==> src/rtl/display_scan_controller.sv <==
// rtl/display_scan_controller.sv - multiplexed seven-segment scan controller (optional blink: DISPLAY_BLINK_EN)
module display_scan_controller #(
`ifdef DISPLAY_BLINK_EN
   parameter int BLINK_FRAMES = 64,
`endif
   parameter int NUM_DIGITS   = 4,
   parameter int TICK_DIV     = 50000,
   parameter int BLANK_CYCLES = 2
) (
   input  logic                    clk,
   input  logic                    reset,
   input  logic                    enable,
   input  logic                    load,
   input  logic [4*NUM_DIGITS-1:0] digits_in,
   input  logic                    lzb,
`ifdef DISPLAY_BLINK_EN
   input  logic                    blink,
`endif
   output logic [3:0]              digit_out,
   output logic [NUM_DIGITS-1:0]   anode,
   output logic                    frame_done,
   output logic                    update_ack
);

   localparam int PW = (TICK_DIV > 1) ? $clog2(TICK_DIV) : 1;
   localparam int IW = $clog2(NUM_DIGITS);
   localparam logic [PW-1:0] PH_LAST       = PW'(TICK_DIV - 1);
   localparam logic [PW-1:0] PH_BLANK_LAST = PW'(BLANK_CYCLES - 1);
   localparam logic [IW-1:0] IDX_LAST      = IW'(NUM_DIGITS - 1);

   typedef enum logic [0:0] {BLANK, SHOW} state_t;

   state_t                  state_q, state_d;
   logic [PW-1:0]           phase_q, phase_d;
   logic [IW-1:0]           idx_q, idx_d;
   logic                    wrap;

   logic [4*NUM_DIGITS-1:0] active_q, pending_q;
   logic                    pending_valid_q;
   logic                    commit_pt;

   logic [3:0]              sel_digit;
   logic                    blank_lz;
   logic                    zero_run;
   logic [NUM_DIGITS-1:0]   anode_d;
   logic [3:0]              digit_d;

`ifdef DISPLAY_BLINK_EN
   localparam int BW = $clog2(BLINK_FRAMES + 1);
   localparam logic [BW-1:0] BLINK_LAST = BW'(BLINK_FRAMES - 1);
   logic [BW-1:0]           blink_cnt_q;
   logic                    blink_on_q;
`endif

   // Scan state register: phase counter, digit index and BLANK/SHOW state
   always_ff @(posedge clk) begin
      if (reset) begin
         state_q <= BLANK;
         phase_q <= '0;
         idx_q   <= '0;
      end else begin
         state_q <= state_d;
         phase_q <= phase_d;
         idx_q   <= idx_d;
      end
   end

   // Next-state logic; a disabled scan parks at digit 0 in BLANK
   always_comb begin
      state_d = state_q;
      phase_d = phase_q;
      idx_d   = idx_q;
      wrap    = 1'b0;
      if (!enable) begin
         state_d = BLANK;
         phase_d = '0;
         idx_d   = '0;
      end else begin
         case (state_q)
            BLANK: begin
               phase_d = phase_q + PW'(1);
               if (phase_q == PH_BLANK_LAST) state_d = SHOW;
            end
            SHOW: begin
               if (phase_q == PH_LAST) begin
                  phase_d = '0;
                  state_d = BLANK;
                  wrap    = (idx_q == IDX_LAST);
                  idx_d   = wrap ? '0 : idx_q + IW'(1);
               end else begin
                  phase_d = phase_q + PW'(1);
               end
            end
            default: state_d = BLANK;
         endcase
      end
   end

   // Frame boundaries and every disabled cycle are safe points to swap the displayed value
   assign commit_pt = wrap | ~enable;

   // Double buffer: loads land in pending and move to active only at a commit point
   always_ff @(posedge clk) begin
      if (reset) begin
         active_q        <= '0;
         pending_q       <= '0;
         pending_valid_q <= 1'b0;
         frame_done      <= 1'b0;
         update_ack      <= 1'b0;
      end else begin
         frame_done <= wrap;
         update_ack <= 1'b0;
         if (commit_pt && load) begin
            active_q        <= digits_in;
            pending_valid_q <= 1'b0;
            update_ack      <= 1'b1;
         end else if (commit_pt && pending_valid_q) begin
            active_q        <= pending_q;
            pending_valid_q <= 1'b0;
            update_ack      <= 1'b1;
         end else if (load) begin
            pending_q       <= digits_in;
            pending_valid_q <= 1'b1;
         end
      end
   end

   // Select the current digit and decide whether it is a suppressed leading zero
   always_comb begin
      sel_digit = 4'hF;
      blank_lz  = 1'b0;
      zero_run  = 1'b1;
      for (int i = NUM_DIGITS - 1; i >= 1; i--) begin
         zero_run = zero_run & (active_q[4*i +: 4] == 4'd0);
         if (idx_q == IW'(i)) blank_lz = lzb & zero_run;
      end
      for (int i = 0; i < NUM_DIGITS; i++) begin
         if (idx_q == IW'(i)) sel_digit = active_q[4*i +: 4];
      end
   end

`ifdef DISPLAY_BLINK_EN
   // Blink phase toggles every BLINK_FRAMES frames; blink low holds it on
   always_ff @(posedge clk) begin
      if (reset || !blink) begin
         blink_cnt_q <= '0;
         blink_on_q  <= 1'b1;
      end else if (wrap) begin
         if (blink_cnt_q == BLINK_LAST) begin
            blink_cnt_q <= '0;
            blink_on_q  <= ~blink_on_q;
         end else begin
            blink_cnt_q <= blink_cnt_q + BW'(1);
         end
      end
   end
`endif

   // Output decode: anode active-low only in SHOW for a visible digit; codes above 9 blank the decoder
   always_comb begin
      anode_d = '1;
      digit_d = 4'hF;
      if (enable && state_q == SHOW && !blank_lz) begin
         anode_d = ~(NUM_DIGITS'(1) << idx_q);
         digit_d = (sel_digit > 4'd9) ? 4'hF : sel_digit;
      end
`ifdef DISPLAY_BLINK_EN
      if (blink && !blink_on_q) anode_d = '1;
`endif
   end

   // Registered outputs keep the panel drivers glitch-free
   always_ff @(posedge clk) begin
      if (reset) begin
         anode     <= '1;
         digit_out <= 4'hF;
      end else begin
         anode     <= anode_d;
         digit_out <= digit_d;
      end
   end

endmodule
==> config.mk <==
export PLATFORM = sky130hd
export DESIGN_NAME = display_scan_controller
export DESIGN_NICKNAME = d
export VERILOG_FILES = /design/src/rtl/display_scan_controller.sv
export SDC_FILE = /design/constraint.sdc
export NUM_CORES = 1
export LEC_CHECK = 0
export ABC_AREA = 0
export ABC_CLOCK_PERIOD_IN_PS = 2000
export BUFFER_PORTS_ARGS = -buffer_cell sky130_fd_sc_hd__buf_4
export CORE_AREA = 2 2 55 109
export CTS_CLUSTER_DIAMETER = 200
export DETAILED_ROUTE_END_ITERATION = 10
export DIE_AREA = 0 0 57 111
export HOLD_SLACK_MARGIN = 0.05
export PLACE_DENSITY = 0.72
export SLEW_MARGIN = 20
export SYNTH_ARGS = -nofsm -noshare
export SYNTH_HDL_FRONTEND = slang
export SYNTH_SLANG_ARGS = --single-unit
==> constraint.sdc <==
create_clock -name clk -period 2 [get_ports clk]
set_clock_uncertainty 0.15 [all_clocks]
set_input_delay 0.2 -clock clk [delete_from_list [all_inputs] [get_ports clk]]
set_output_delay 0.2 -clock clk [all_outputs]
set_load 0.1 [all_outputs]
==> results.py, run 1 <==
metrics = {
    "finish": {
        "syn_to_final_growth_pct": 35.7,
        "nNetsFinal": 381,
        "final_cells": 419,
        "drive_gt1_frac": 0.254,
        "antenna_cells": 0,
        "final_cell_mix": "dfxtp_1 (60), buf_4 (47), nor2_1 (39), nand2_1 (22), nand2b_1 (17)",
        "layout_commonest_cell": "dfxtp_1",
        "finalCoreUtilization": 0.680,
    },
    "synthesis": {
        "ys.flop_type": "dfxtp_1",
        "netlist-cell-type-count": 39,
        "synth_edf_count": 0,
        "syn_area_sq_um": 2790,
        "synth_cells": 293,
        "synth.net_count": 320,
        "syn_avg_cell_area_sq_um": 9.52,
        "synth_seq_cells": 62,
        "yosysWarningCount": 0,
        "ys_async_sr_fraction": 0,
        "ys_seq_area_frac": 0.445,
    },
    "timing": {
        "post-route-min-period_ns": 2.04,
        "fmax_ghz": 0.490,
        "holdWs_ns": 0.132,
        "rsz0062_at_grt": "yes",
        "setup_viol": 11,
        "drv_slew": 0,
        "post-route-period-util": 1.02,
        "final.setup.worst_slack_ns": -0.0393,
        "tightest_slew_ns": 0.479,
        "hold_viol_final": 0,
        "slew_headroom": 0.681,
    },
    "critical_path": {
        "worstPathArrival_ns": 2.09,
        "crit_path_start_kind": "flip-flop",
        "crit_fanout": 8,
        "path_class": "flip-flop to flip-flop",
        "end_kind": "flip-flop",
        "required_ns": 2.05,
        "cp-startpoint": "phase_q[0]",
        "path_cells": "ha_4, nand3_4, or3_4, o211ai_4, buf_12, mux2i_2, nor2_1",
        "crit_family": "simple AND/OR/NAND/NOR gates",
        "slowest_stage": "or3_4",
        "rr_startpoint": "phase_q[0]",
        "crit_buf_inv": 1,
        "slowest_delay_ns": 0.42,
    },
    "global_route": {
        "grt_pass1_wl_um": 10500,
        "grt_pass1_vias": 2339,
        "grt_use_total": 0.211,
        "antenna_found_initial": 0,
        "grt_overflow": 0,
        "grt_max_degree": 51,
    },
    "clock_network": {
        "cts.sinks": 62,
        "root_buffer": "clkbuf_16",
        "clkTransAtPathRegs_ns": 0.05,
        "cts.path.max_buffers": 2,
        "insertion_delay_ns": 0.32,
        "cts_max_level": 3,
        "cts_buffers": 9,
        "cts_tree": "yes",
    },
    "run_status": {
        "status": "finished, violations left",
        "violations": "negative setup slack",
    },
    "drt": {
        "via_per_inst": 5.58,
        "wl_per_cell_um": 15.0,
        "wl_um": 6290,
        "vias": 2340,
        "drc": 0,
        "drt_iter0_markers": 119,
        "ant_nets": 0,
        "dr.pass1.iters": 5,
    },
    "run": {
        "cap_violations": 0,
    },
    "die": {
        "start_util": 0.501,
        "ios": 31,
        "die_area_sq_um": 6330,
        "die_w_um": 57,
        "rows": 39,
        "core_area_sq_um": 5560,
        "die_y_um": 111,
    },
    "place": {
        "place_inst": 380,
        "io_buffers": 30,
        "dpl_worst_slack_ns": -0.0270,
        "gp_congestion": 0.856,
        "dp_hpwl_um": 3900,
    },
    "power": {
        "power_density_nw_per_um2": 880,
        "p_leak_nw": 1.47,
        "total_power_w": 0.00333,
        "peakVddDrop_v": 0.000722,
    },
    "worst_hold_path": {
        "hp-start": "lzb",
        "hold_class": "input port to flip-flop",
    },
}
[per-stage QoR]
step | cell area, sq um | setup TNS, ns
after detailed placement | 3170 | -0.0446
final | 3780 | -0.254
after CTS | 3690 | -0.00519
after floorplan | 2810 | 0
after global placement | 3170 | 0
after global routing | 3780 | -1.76
[power breakdown]
group          switching [W]  internal (W)
Combinational       0.000134      0.000142
Clock               0.000516       0.00124
Sequential         0.0000256       0.00127
[timing repair]
| item | in CTS | in global routing |
|---|---|---|
| endpoints found under the setup margin | 6 | 32 |
| pin swaps | 0 | 4 |
| hold buffers | 16 | 0 |
| gates resized for setup | 4 | 6 |
| buffers inserted | 0 | 7 |
| gates cloned | 0 | 1 |
| endpoints found under the hold margin | 16 | 0 |
[kinds of logic after synthesis]
kind of cell / share of synthesized area
xor+xnor: 0.0440
fa+ha+maj: 0.0269
compound gates: 0.175
simple gates: 0.207
flops: 0.445
buf+inv: 0.0408
mux: 0.0610
[path summary, 6_finish.rpt]
check | cells past startpoint | slack [ns] | to
max | 7 | -0.04 | pending_q[13]
min | 4 | 0.13 | digit_out[3]
max reg2reg | 7 | -0.04 | pending_q[13]
min reg2reg | 2 | 0.34 | state_q
[worst min-delay path: stages]
cell and delay (ns):
buf_4 0.08, a41oi_1 0.08, buf_4 0.15, nand2_1 0.06
[state kept, by name, summed over array words and instances, names as in the netlist]
register	flops
active_q	16
pending_q	16
phase_q	16
anode	4
digit_out	4
idx_q	2
frame_done	1
pending_valid_q	1
state_q	1
update_ack	1
[area by class of cell]
class                   count  area [sq um]
clock buffers              11           243
clock inverters             4          95.1
fillers                   449          1780
inverters                   5          18.8
multi-input cells         208          1490
flip-flops and latches     62          1250
well taps                  61          76.3
repair buffers             68           618
[per-layer routing]
metal | part of all wire | global-route usage | vias to the layer above
met4 | 0.020 | 0.0977 | 0
met5 | 0 | 0 | -
li1 | - | - | 1165
met3 | 0.046 | 0.0770 | 12
met2 | 0.49 | 0.330 | 64
met1 | 0.44 | 0.252 | 1099
[synth_stat cells (all sizes together), types with 2 or more instances]
library cell	count	share of area
clkbuf	12	0.016
buf	6	0.018
a22oi	16	0.043
nand3	5	0.011
xor2	8	0.025
nand2b	17	0.038
mux2i	17	0.061
nor3	7	0.013
a21oi	5	0.0090
nor3b	2	0.0054
ha	6	0.027
nand2	22	0.030
dfxtp	62	0.45
nor2b	8	0.018
nor2	40	0.054
o211ai	3	0.013
xnor2	6	0.019
nand4	6	0.013
and3	2	0.0045
o32ai	16	0.077
o21ai	8	0.014
nor4	4	0.0090
inv	5	0.0067
No activity file was read; power rests on OpenSTA's default activity.
==> run 2, diff against run 1 <==
--- a/config.mk
+++ b/config.mk
@@ -8,10 +8,12 @@
 export ABC_AREA = 0
 export ABC_CLOCK_PERIOD_IN_PS = 2000
 export BUFFER_PORTS_ARGS = -buffer_cell sky130_fd_sc_hd__buf_4
-export CORE_AREA = 2 2 55 109
+export CELL_PAD_IN_SITES_DETAIL_PLACEMENT = 1
+export CELL_PAD_IN_SITES_GLOBAL_PLACEMENT = 2
+export CORE_AREA = 2 2 69 136
 export CTS_CLUSTER_DIAMETER = 200
 export DETAILED_ROUTE_END_ITERATION = 10
-export DIE_AREA = 0 0 57 111
+export DIE_AREA = 0 0 71 138
 export HOLD_SLACK_MARGIN = 0.05
 export PLACE_DENSITY = 0.72
 export SLEW_MARGIN = 20
==> run 2 against run 1 <==
  * The run still ends with negative setup slack left
  * Flip-flop and latch count did not move
  * Sequential power barely moved
  * Combinational power barely moved
  * Core utilization fell by 25 points
  * Wire length rose by 19%
  * Design area rose by 0.69%
  * Via count fell by 0.17%
  * Sequential share of layout area fell by 0.23 points
==> results.py, run 2 (synthesis results as in run 1) <==
metrics = {
    "critical_path": {
        "worstPathArrival_ns": 2.05,
        "end_kind": "flip-flop",
        "crit_path_start_kind": "flip-flop",
        "required_ns": 2.05,
        "crit_fanout": 8,
        "path_class": "flip-flop to flip-flop",
    },
    "run": {
        "cap_violations": 0,
    },
    "die": {
        "die_y_um": 138,
        "die_w_um": 71,
        "start_util": 0.314,
        "core_area_sq_um": 8890,
        "rows": 49,
        "ios": 31,
        "die_area_sq_um": 9800,
    },
    "timing": {
        "final.setup.worst_slack_ns": -0.00297,
        "post-route-period-util": 1.00,
        "tightest_slew_ns": 0.499,
        "fmax_ghz": 0.499,
        "slew_headroom": 0.667,
        "holdWs_ns": 0.122,
        "hold_viol_final": 0,
        "drv_slew": 0,
        "post-route-min-period_ns": 2.00,
        "setup_viol": 2,
        "rsz0062_at_grt": "yes",
    },
    "place": {
        "io_buffers": 30,
        "place_inst": 426,
        "dp_hpwl_um": 5400,
        "gp_congestion": 0.780,
        "placed_area_sq_um": 3260,
    },
    "clock_network": {
        "cts_tree": "yes",
        "root_buffer": "clkbuf_16",
        "clkTransAtPathRegs_ns": 0.05,
        "cts_max_level": 3,
        "cts_buffers": 9,
        "insertion_delay_ns": 0.33,
        "cts.sinks": 62,
        "cts.path.max_buffers": 2,
    },
    "finish": {
        "reg_top3": "active_q: 16 flops, pending_q: 16 flops, phase_q: 16 flops",
        "syn_to_final_growth_pct": 36.7,
        "finalCoreUtilization": 0.429,
        "design_area_sq_um": 3810,
        "nNetsFinal": 381,
        "n_fill_cell": 1011,
        "antenna_cells": 0,
        "drive_gt1_frac": 0.262,
        "final_cell_mix": "dfxtp_1 (60), buf_4 (47), nor2_1 (38), nand2_1 (22), nand2b_1 (17)",
        "final_cells": 461,
        "layout_commonest_cell": "dfxtp_1",
    },
    "global_route": {
        "grt_overflow": 0,
        "grt_pass1_vias": 2459,
        "grt_use_total": 0.159,
        "antenna_found_initial": 0,
        "grt_pass1_wl_um": 11900,
        "grt_max_degree": 50,
    },
    "drt": {
        "drc": 0,
        "drt_iter0_markers": 96,
        "ant_nets": 0,
        "dr.pass1.iters": 4,
        "vias": 2336,
        "wl_um": 7510,
        "wl_per_cell_um": 16.3,
        "via_per_inst": 5.07,
    },
    "worst_hold_path": {
        "hold_class": "input port to flip-flop",
    },
    "power": {
        "peakVddDrop_v": 0.000416,
        "total_power_w": 0.00313,
        "p_leak_nw": 1.47,
        "power_density_nw_per_um2": 822,
    },
    "run_status": {
        "status": "finished, violations left",
        "violations": "negative setup slack",
    },
}
==> run 2: worst max-delay path, cell delays in order (launching register included) <==
cell       delay, ns
dfxtp_4         0.37
ha_4            0.15
nand3_4         0.08
or3_4           0.41
o211ai_4        0.24
clkbuf_16       0.22
mux2i_1         0.18
nor2_1          0.06
==> run 2: layout make-up <==
cell class,instances,area [sq um],share of cell area
Sequential cell,62,1250,0.328
Tap cell,102,128,0.0335
Timing Repair Buffer,68,618,0.162
Inverter,5,18.8,0.00492
Clock inverter,4,45.0,0.0118
Clock buffer,12,256,0.0673
Multi-Input combinational cell,208,1500,0.393
==> run 2: what timing repair did <==
item,in CTS,in global routing
hold endpoints to repair,16,0
gates cloned,0,1
gates resized for setup,2,11
endpoints found under the setup margin,3,32
pin swaps,0,1
hold buffers,16,0
buffers inserted,0,2
==> run 2: report_power, final <==
group          leakage (nW)  total [W]  internal (W)  switching, W
Clock                 0.152    0.00156       0.00102      0.000532
Sequential            0.506    0.00130       0.00127     0.0000270
Combinational         0.809   0.000275      0.000140      0.000135
==> run 2: path summary, 6_finish.rpt <==
kind | cells after the start | startpoint | slack [ns] | end
hold reg to reg | 1 | phase_q[0] | 0.30 | phase_q[0]
setup / recovery | 7 | phase_q[1] | -0.003 | pending_q[11]
setup reg to reg | 7 | phase_q[1] | -0.003 | pending_q[11]
hold / removal | 3 | reset | 0.12 | idx_q[0]
==> run 2: metrics by stage <==
step	setup WS (ns)	TNS (ns)
floorplan	0.0140	0
global placement	0.0488	0
detailed placement	0.00118	0
CTS	0.00639	0
global route	-0.0802	-1.15
finish	-0.00297	-0.00404
==> run 2: routing by layer <==
metal | track usage | part of all wire | vias up
met2 | 0.311 | 0.60 | 19
met4 | 0.0864 | 0.026 | 0
met5 | 0 | 0 | -
li1 | - | - | 1162
met1 | 0.144 | 0.36 | 1142
met3 | 0.0335 | 0.020 | 13
==> run 3, diff against run 2 <==
==> config.mk (replaced) <==
export PLATFORM = sky130hd
export DESIGN_NAME = display_scan_controller
export DESIGN_NICKNAME = d
export VERILOG_FILES = /design/src/rtl/display_scan_controller.sv
export SDC_FILE = /design/constraint.sdc
export NUM_CORES = 1
export LEC_CHECK = 0
export ABC_AREA = 1
export ABC_CLOCK_PERIOD_IN_PS = 2300
export BUFFER_PORTS_ARGS = -buffer_cell sky130_fd_sc_hd__buf_4
export CELL_PAD_IN_SITES_DETAIL_PLACEMENT = 1
export CELL_PAD_IN_SITES_GLOBAL_PLACEMENT = 2
export CORE_AREA = 2 2 71 140
export CTS_CLUSTER_DIAMETER = 200
export DETAILED_ROUTE_END_ITERATION = 10
export DIE_AREA = 0 0 73 142
export HOLD_SLACK_MARGIN = 0.05
export PLACE_DENSITY = 0.76
export SLEW_MARGIN = 20
export SYNTH_ARGS = -nofsm -noshare
export SYNTH_HDL_FRONTEND = slang
export SYNTH_SLANG_ARGS = --single-unit
==> constraint.sdc (replaced) <==
create_clock -name clk -period 2.3 [get_ports clk]
set_clock_uncertainty 0.15 [all_clocks]
set_input_delay 0.23 -clock clk [delete_from_list [all_inputs] [get_ports clk]]
set_output_delay 0.23 -clock clk [all_outputs]
set_load 0.1 [all_outputs]
==> run 3 against run 2 <==
  * The flow now finishes without violations
  * Sequential share of layout area decreased by 0.079 points
  * Die area is 5.8% higher
  * Global-route usage rose by 2.4 points
  * Flip-flop and latch count stayed put
  * Area after synthesis grew 7.6%
  * Largest power group unchanged
==> results.py, run 3 <==
metrics = {
    "run_status": {
        "status": "complete, no violations",
    },
    "power": {
        "peakVddDrop_v": 0.000339,
        "pwr-share-comb": 0.095,
        "intPower_w": 0.00226,
        "p_leak_nw": 1.69,
        "power_density_nw_per_um2": 771,
        "p_clk_frac": 0.518,
        "swShare": 0.230,
        "power_frac_seq": 0.387,
        "p_switching_w": 0.000673,
    },
    "drt": {
        "vias": 2796,
        "ant_nets": 0,
        "wl_per_cell_um": 14.9,
        "via_per_inst": 4.81,
        "wl_um": 8640,
        "dr.pass1.iters": 4,
        "drc": 0,
        "drt_iter0_markers": 89,
    },
    "global_route": {
        "grt_pass1_wl_um": 14100,
        "grt_use_total": 0.183,
        "grt_max_degree": 21,
        "antenna_found_initial": 0,
        "grt_pass1_vias": 2895,
        "grt_overflow": 0,
    },
    "synthesis": {
        "synth_most_common_cell": "nand2_1",
        "syn_area_sq_um": 3000,
        "ys.flop_type": "dfxtp_1",
        "synth_edf_count": 0,
        "synth_commonest_cells": "nand2_1 (118), inv_1 (71), dfxtp_1 (62)",
        "ys_seq_area_frac": 0.414,
        "yosysTopAreaCell": "dfxtp_1",
        "synth.net_count": 449,
        "synth_area_leaders": "dfxtp_1 (41%), nand2_1 (15%), inv_1 (8.9%), a21oi_1 (4.5%), nand3_1 (4.5%)",
        "syn_avg_cell_area_sq_um": 7.11,
        "synth_seq_cells": 62,
        "yosysWarningCount": 0,
        "yosys.area.top_type_share": 0.414,
        "ys_async_sr_fraction": 0,
        "synth_cells": 422,
        "netlist-cell-type-count": 33,
    },
    "clock_network": {
        "cts.repair.resized": 0,
        "cts_max_level": 3,
        "root_buffer": "clkbuf_16",
        "cts_tree": "yes",
        "cts.sinks": 62,
        "clkTransAtPathRegs_ns": 0.05,
        "insertion_delay_ns": 0.34,
        "postCtsSetupBuffers": 0,
        "cts.path.max_buffers": 2,
        "cts_buffers": 9,
    },
    "die": {
        "start_util": 0.322,
        "die_y_um": 142,
        "ios": 31,
        "die_area_sq_um": 10400,
        "rows": 50,
        "core_area_sq_um": 9320,
        "die_w_um": 73,
    },
    "run": {
        "cap_violations": 0,
    },
    "place": {
        "place_inst": 552,
        "io_buffers": 30,
        "dp_hpwl_um": 6800,
        "gp_congestion": 0.823,
        "dpl_worst_slack_ns": 0.247,
    },
    "finish": {
        "final_cells": 581,
        "final-seq-area_sq_um": 1240,
        "syn_to_final_growth_pct": 26.5,
        "nNetsFinal": 499,
        "antenna_cells": 0,
        "reg_top3": "active_q: 16 flops, pending_q: 16 flops, phase_q: 16 flops",
        "n_fill_cell": 1183,
        "drive_gt1_frac": 0.159,
        "multi_input_area_sq_um": 1410,
        "finalCoreUtilization": 0.407,
        "layout_commonest_cell": "nand2_1",
        "final_cell_mix": "nand2_1 (118), inv_1 (71), dfxtp_1 (62), buf_4 (37)",
    },
    "critical_path": {
        "worstPathArrival_ns": 2.15,
        "crit_path_start_kind": "flip-flop",
        "path_cells": "inv_1, ha_1, nor2_1, nand3_1, o211ai_1, o21ai_0, o21ai_0, nand3b_1",
        "slowest_delay_ns": 0.38,
        "slowest_stage": "dfxtp_1",
        "end_kind": "flip-flop",
        "cpMostUsedCell": "o21ai_0",
        "required_ns": 2.36,
        "path_class": "flip-flop to flip-flop",
        "crit_fanout": 6,
    },
    "timing": {
        "post-route-period-util": 0.910,
        "tns_ns": 0,
        "post-route-min-period_ns": 2.09,
        "setup_viol": 0,
        "rsz0062_at_grt": "no",
        "hold_viol_final": 0,
        "holdWs_ns": 0.0556,
        "fmax_ghz": 0.478,
        "final.setup.worst_slack_ns": 0.208,
        "slew_headroom": 0.602,
        "tightest_slew_ns": 0.592,
        "drv_slew": 0,
    },
    "worst_hold_path": {
        "hold_class": "input port to flip-flop",
    },
}
## run 3: cell count changes in the layout (fill, tap and decap cells not counted), sizes merged, moves of 16 or more
cell	change
inv	+68
nand2b	-17
a21oi	+36
nand3	+23
a22oi	-16
nand2	+101
o32ai	-16
mux2i	-17
## run 3: logic make-up (layout without fill, tap and decap cells)
logic type	count (synthesis)	in the layout	synth area share
AOI/OAI and AO/OA	68	68	0.138
and+or+nand+nor	198	198	0.294
DFF	62	62	0.414
adders and majority gates	6	6	0.0250
buffers and inverters	84	139	0.118
xor gates and xnor gates	4	4	0.0117
## run 3: through the flow
stage	instance area (sq um)	total power, W
global placement	3330	0.00142
global route	3800	0.00305
detailed placement	3330	0.00142
CTS	3800	0.00298
floorplan	3000	0.00133
finish	3800	0.00293
## run 3: final cells by class
class,count,share of cell area
sequential,62,0.327
clock inverter,3,0.0171
clock buffer,13,0.0712
inverter,73,0.0728
timing repair buffer,50,0.107
multi-input combinational,276,0.370
tap,104,0.0343
## run 3: power by group through the flow
stage          sequential (W)  combinational, W  clock, W
3_3_place_gp          0.00116          0.000262         0
4_1_cts               0.00113          0.000285   0.00156
5_1_grt               0.00114          0.000315   0.00160
2_1_floorplan         0.00116          0.000171         0
3_5_place_dp          0.00116          0.000267         0
6_report              0.00113          0.000278   0.00152
## run 3: path summary, 6_finish.rpt
| kind | cells after the start | slack (ns) | endpoint | start |
|---|---|---|---|---|
| worst max-delay path | 8 | 0.21 | digit_out[2] | idx_q[0] |
| worst min-delay path | 2 | 0.06 | pending_q[12] | reset |
| worst max register to register | 8 | 0.21 | digit_out[2] | idx_q[0] |
| worst min register to register | 2 | 0.30 | pending_q[2] | pending_q[2] |
## run 3: worst max-delay path: cells and delay by family, from the launching register on
| kind | cells | cell delay [ns] |
|---|---|---|
| fa+ha+maj | 1 | 0.27 |
| buf+inv | 1 | 0.11 |
| simple gates | 3 | 0.53 |
| flops | 1 | 0.38 |
| compound gates | 3 | 0.53 |
## run 3: per-layer routing
layer  wire, um  track usage  vias up
met5          0            0        -
met4        394        0.115        0
met3        151       0.0305       21
met2       5170        0.360       36
met1       2930        0.160     1309
li1           -            -     1430
## run 3: repair_timing
action / CTS / global route
hold buffers: 13 / 0
endpoints found under the setup margin: 0 / 0
hold endpoints to repair: 13 / 0
